==> config.mk <==
export PLATFORM = sky130hd
export DESIGN_NAME = align_shf74
export DESIGN_NICKNAME = d
export VERILOG_FILES = /design/src/rtl/align_shf74.sv
export SDC_FILE = /design/constraint.sdc
export NUM_CORES = 1
export LEC_CHECK = 0
export CORE_ASPECT_RATIO = 0.6
export CORE_UTILIZATION = 50
export DETAILED_ROUTE_END_ITERATION = 10
export HOLD_SLACK_MARGIN = 0.02
export PLACE_DENSITY = 0.78
export RECOVER_POWER = 100
export SLEW_MARGIN = 20
export SYNTH_ARGS = -nofsm -noshare
export SYNTH_HDL_FRONTEND = slang
export SYNTH_SLANG_ARGS = --single-unit
==> constraint.sdc <==
create_clock -name clk -period 0.8 [get_ports clk]
set_input_delay 0.16 -clock clk [delete_from_list [all_inputs] [get_ports clk]]
set_output_delay 0.16 -clock clk [all_outputs]
set_load 0.005 [all_outputs]
==> src/rtl/align_shf74.sv <==
// align_shf74: addend alignment shifter for the single-precision FMA datapath.
//
// The 24-bit addend significand (hidden bit included) is placed at the top of a
// 98-bit field and shifted right by the clamped exponent difference. For
// effective subtraction the field is then one's-complemented. One register
// stage follows.
//
// Ports:
//   clk       in   1   clock, rising-edge
//   rst_n     in   1   asynchronous active-low reset (clears shf_res)
//   inv_mask  in   1   1 = one's-complement the aligned field
//   c_frac    in   24  addend significand, bit 23 = hidden bit
//   shf_num   in   7   right-shift amount, values above 74 clamp to 74
//   shf_res   out  98  registered aligned (optionally inverted) addend
module align_shf74 (
  input  logic        clk,
  input  logic        rst_n,
  input  logic        inv_mask,
  input  logic [23:0] c_frac,
  input  logic [6:0]  shf_num,
  output logic [97:0] shf_res
);

  localparam logic [6:0] MaxShf = 7'd74;

  logic [6:0]  shf_eff;
  logic [97:0] lvl0, lvl1, lvl2, lvl3, lvl4, lvl5, lvl6, lvl7;
  logic [97:0] shf_res_d;

  // Upstream owns sticky collection, so the shift never pushes c_frac out entirely.
  assign shf_eff = (shf_num > MaxShf) ? MaxShf : shf_num;

  // Seven-level logarithmic barrel shifter, one level per bit of shf_eff.
  always_comb begin
    lvl0 = {c_frac, 74'b0};
    lvl1 = shf_eff[0] ? (lvl0 >> 1)  : lvl0;
    lvl2 = shf_eff[1] ? (lvl1 >> 2)  : lvl1;
    lvl3 = shf_eff[2] ? (lvl2 >> 4)  : lvl2;
    lvl4 = shf_eff[3] ? (lvl3 >> 8)  : lvl3;
    lvl5 = shf_eff[4] ? (lvl4 >> 16) : lvl4;
    lvl6 = shf_eff[5] ? (lvl5 >> 32) : lvl5;
    lvl7 = shf_eff[6] ? (lvl6 >> 64) : lvl6;
  end

  // Inversion covers the zero-filled positions too; they become ones.
  assign shf_res_d = inv_mask ? ~lvl7 : lvl7;

  always_ff @(posedge clk or negedge rst_n) begin
    if (!rst_n) begin
      shf_res <= '0;
    end else begin
      shf_res <= shf_res_d;
    end
  end

endmodule

==> key figures, run 1 <==
Placed design
  – Dpl cells: 1225
  – Final HPWL DP: 22.0 mm
  – Final GP Congestion: 1.08
  – I/O Buffers: 131

Yosys
  – Post-Syn Instances: 740
  – Fraction of registers with async set or reset after synthesis: 100%
  – Sequential fraction of the synthesis area: 36.8%
  – Synth warn: 0
  – Netlist cell types: 81
  – Compound-Gate Fraction of Synth Area: 25.6%
  – Post-synthesis xor/xnor area fraction: 12.4%
  – Cell area after synthesis: 6660 µm²
  – Synth Area in Simple Gates: 15.5%
  – Main synth FF type: dfrtp_1
  – #FFs+latches synth: 98
  – Syn nets: 774
  – Main combinational cell family by area after synthesis: compound AO/OA/AOI/OAI gates
  – Number of synthesized flops with an enable pin: 0
  – Synthesized-area fraction occupied by adder cells: 0%
  – Avg Inst Size Synth: 8.99 µm²
  – Mux cell area share after synthesis: 3.99%

Clock network
  – Root Buffer: clkbuf_16
  – Clock buffer depth: 2
  – # H-tree levels: 3
  – CTS Buf Count: 9
  – Clock sink total: 98

Floorplan
  – Io pins: 132
  – Rows: 32
  – Initial Util: 51.6%
  – Die X: 151 µm
  – Die Y: 91.4 µm

Outcome
  – Failing step: 5_1_grt
  – Tool error: [ERROR DPL-0038] Utilization greater than 100%, impossible to legalize
  – Outcome: stopped before the end

Global routing
  – Largest net degree at the start of global routing: 46
## synthesized netlist by cell type, types with 6 or more instances
cell type  number  area [µm²]
xnor2_1        52         455
nand3_1        13        65.1
xor2_1         42         368
clkbuf_1       29         109
a21oi_1        20         100
buf_4           6        45.0
nand2_1        86         323
o32ai_1         8        70.1
a2bb2oi_1       6        52.6
nor2_1         56         210
a32oi_1        12         105
o22ai_1        17         106
o31ai_1        10        75.1
buf_2          22         110
a31oi_1        15        93.8
inv_1          17        63.8
nor3_1         32         160
dfrtp_1        98        2450
o2111ai_1      13         114
o311ai_0        7        61.3
o21ai_0        21         105
mux2_2          6        67.6
a22oi_1        10        75.1
a211oi_1       17         128
mux2i_1        16         160
## metrics by stage
stage | util [%] | worst slack, ns | instance area [µm²] | setup TNS [ns]
after floorplan | - | -1.38 | 7000 | -117.82
after global placement | 78.3 | -2.11 | 10100 | -205.39
after detailed placement | 78.3 | -2.20 | 10100 | -211.36
after CTS | 95.7 | -1.40 | 12300 | -137.49
## kinds of logic after synthesis
kind of cell	count (synthesis)
xor gates and xnor gates	94
and+or+nand+nor	227
muxes	24
AOI/OAI and AO/OA	218
buffers and inverters	79
DFF	98
## repair_timing
item	4_1_cts
endpoints found under the hold margin	88
buffers inserted	60
pin swaps	162
resized for setup	771
setup endpoints to repair	196
hold buffers	1
gates cloned	6
==> inputs of run 2 (changes only) <==
--- a/config.mk
+++ b/config.mk
@@ -5,11 +5,9 @@
 export SDC_FILE = /design/constraint.sdc
 export NUM_CORES = 1
 export LEC_CHECK = 0
-export CORE_ASPECT_RATIO = 0.6
-export CORE_UTILIZATION = 50
+export CORE_UTILIZATION = 35
 export DETAILED_ROUTE_END_ITERATION = 10
-export HOLD_SLACK_MARGIN = 0.02
-export PLACE_DENSITY = 0.78
+export PLACE_DENSITY_LB_ADDON = 0.15
 export RECOVER_POWER = 100
 export SLEW_MARGIN = 20
 export SYNTH_ARGS = -nofsm -noshare
==> key figures, run 2 <==
STA
  – Measured slew at the worst slew-check pin: 0.616 ns
  – Slew margin rel.: 58.8%
  – Final worst path period share: 268%
  – Final Hold Viols: 0
  – Minimum clock period: 2.14 ns
  – RSZ-0062 raised after global routing: yes
  – Setup violations, final: 196
  – Fmax achieved: 0.467 GHz
  – Setup ws final: -1.34 ns
  – Final slew viol count: 0

Placed design
  – Dpl cells: 1311
  – I/O Buffers: 131
  – Final GP Congestion: 0.962
  – Final HPWL DP: 22.8 mm
  – Placement Cell Area: 10300 µm²

Critical path
  – Most common cell type on the critical path: buf_6
  – CP endpoint kind: flop
  – Critical Path Max Stage Delay: 0.47 ns
  – Startpoint Class: input port
  – Slowest CP cell: or4_1
  – Critical Path AT: 2.37 ns
  – Cell Chain, Critical Path: buf_8, buf_6, a211o_4, a21oi_4, buf_12, buf_6, nand2_2, o22ai_4, mux2_4, buf_6, a211oi_2, or4_1
  – Required time worst endpoint: 1.03 ns
  – Critical path class: input port to flop
  – CP delay by family, top: compound AO/OA/AOI/OAI gates
  – Critical path peak fanout: 6
  – Worst path bufs/invs: 5

Clock network
  – Clock buffer depth: 2
  – Clock sink total: 98
  – Root Buffer: clkbuf_16
  – # H-tree levels: 3
  – CTS clk-pin slew, worst paths: 0.07 ns
  – CTS Buf Count: 9
  – CTS tree: built

Yosys
  – Most instantiated cells after synthesis: dfrtp_1, nand2_1, nor2_1, xnor2_1, xor2_1
  – Yosys top cell area share: 36.8%
  – Number of synthesized flops with an enable pin: 0
  – Sequential fraction of the synthesis area: 36.8%
  – Netlist cell types: 81
  – Count leader, synth: dfrtp_1
  – Synth area leader: dfrtp_1
  – Post-Syn Instances: 740
  – Fraction of registers with async set or reset after synthesis: 100%
  – Cell area after synthesis: 6660 µm²
  – Synth area leaders: dfrtp_1, xnor2_1, xor2_1
  – Syn nets: 774
  – #FFs+latches synth: 98
  – Synth warn: 0
  – Main synth FF type: dfrtp_1
  – Avg Inst Size Synth: 8.99 µm²

Global routing
  – GR Util All Layers: 32.9%
  – Largest net degree at the start of global routing: 33
  – First-pass GRT wire length: 48.8 mm
  – Vias in the first global route: 8330
  – Initial antenna violation count: 0
  – Total gr overflow: 0

Floorplan
  – Die ar.: 19600 µm²
  – Core Region: 18600 µm²
  – Initial Util: 35.7%
  – Rows: 50
  – Die Y: 140 µm
  – Io pins: 132
  – Die X: 140 µm

Cells and area
  – Most frequent cells in the layout: buf_4, buf_2, dfrtp_1
  – Max reg flops: 98
  – Design Area, Final: 13700 µm²
  – Biggest regs: shf_res: 98 flops
  – Area Growth Syn to Fin: 106%
  – Most common cell after layout, fill and taps aside: buf_4
  – Share of layout cells above drive strength 1: 66.8%
  – Diodes inserted: 0
  – Non-filler cells, final: 1422
  – Nets: 1217
  – Most flop-heavy register: shf_res

Route
  – TritonRoute pass-1 iters: 5
  – ANT nets after route: 0
  – WL/cell: 23.4 µm
  – Vias: 8154
  – Post-Route WL: 33.3 mm
  – DRC errors left: 0
  – Via-to-Cell Ratio: 5.73
  – DRT iter0 DRCs: 492

Power
  – Pwr Density: 1410 nW/µm²
  – Clock power frac: 22.1%
  – Leakage dissipation: 5.79 nW
  – Internal power: 12.4 mW
  – IR drop worst, VDD: 1.11 mV
  – Sequential power share: 29.4%
  – Comb power frac: 48.5%
  – Net switching power: 6.86 mW
  – Switching Fraction: 35.6%
  – Total power: 19.3 mW

Outcome
  – Failing checks: setup timing
  – Outcome: complete, but fails checks

Run
  – Max-cap violations: 0

Min path
  – Hold Crit Class: input port to async pin
## run 2: cell counts after synthesis
No cell type changed its count.
## run 2: kinds of logic after synthesis
kind of cell              share of synthesized area [%]
DFF                                                36.8
and+or+nand+nor                                    15.5
AOI/OAI and AO/OA                                  25.6
buffers and inverters                              5.66
muxes                                              3.99
xor gates and xnor gates                           12.4
## run 2: worst paths after layout
kind,slack [ns],depth (start not counted),endpoint,from
min in group clk,0.26,3,shf_res[44],inv_mask
worst max-delay path,-1.34,12,shf_res[61],shf_num[2]
max in group asynchronous,0.04,3,shf_res[34],rst_n
worst min-delay path,0.26,2,shf_res[20],rst_n
## run 2: final cells by class
cell class	instances	area [µm²]
multi-input combinational	563	6200
fill	1323	4950
timing repair buffer	493	4370
sequential	98	2450
tap	234	293
clock buffer	10	239
inverter	18	78.8
clock inverter	6	57.6
## run 2: routing by layer
metal / vias up / global-route usage, % / wire length [µm]
li1: 3608 / - / -
met1: 4062 / 39.9 / 12900
met4: 0 / 16.0 / 1670
met3: 110 / 3.93 / 1720
met2: 374 / 57.9 / 17000
met5: - / 0 / 0
## run 2: metrics by stage
stage	TNS, ns	util (%)	hold WS, ns	worst slack [ns]
final	-132.07	73.4	0.256	-1.34
after global routing	-140.63	73.4	0.269	-1.38
after CTS	-131.88	67.6	0.198	-1.35
after detailed placement	-220.42	55.3	0.0276	-2.32
after global placement	-217.72	55.3	0.0237	-2.29
after floorplan	-117.82	-	-0.136	-1.38
## run 2: power by group through the flow
stage	logic (mW)	clock network [mW]	registers, mW
after floorplan	2.75	0	5.85
after global placement	6.49	0	5.77
after detailed placement	6.53	0	5.78
after CTS	8.14	4.33	5.67
after global routing	9.71	4.54	5.71
final	9.34	4.26	5.65
## run 2: timing repair
action,CTS,global route
setup endpoints to repair,196,196
hold buffers,1,0
hold endpoints to repair,98,0
resized for setup,778,175
pin swaps,142,147
buffers inserted,72,48
cloned,6,0
Note: power is estimated with default switching activity, not from simulation.
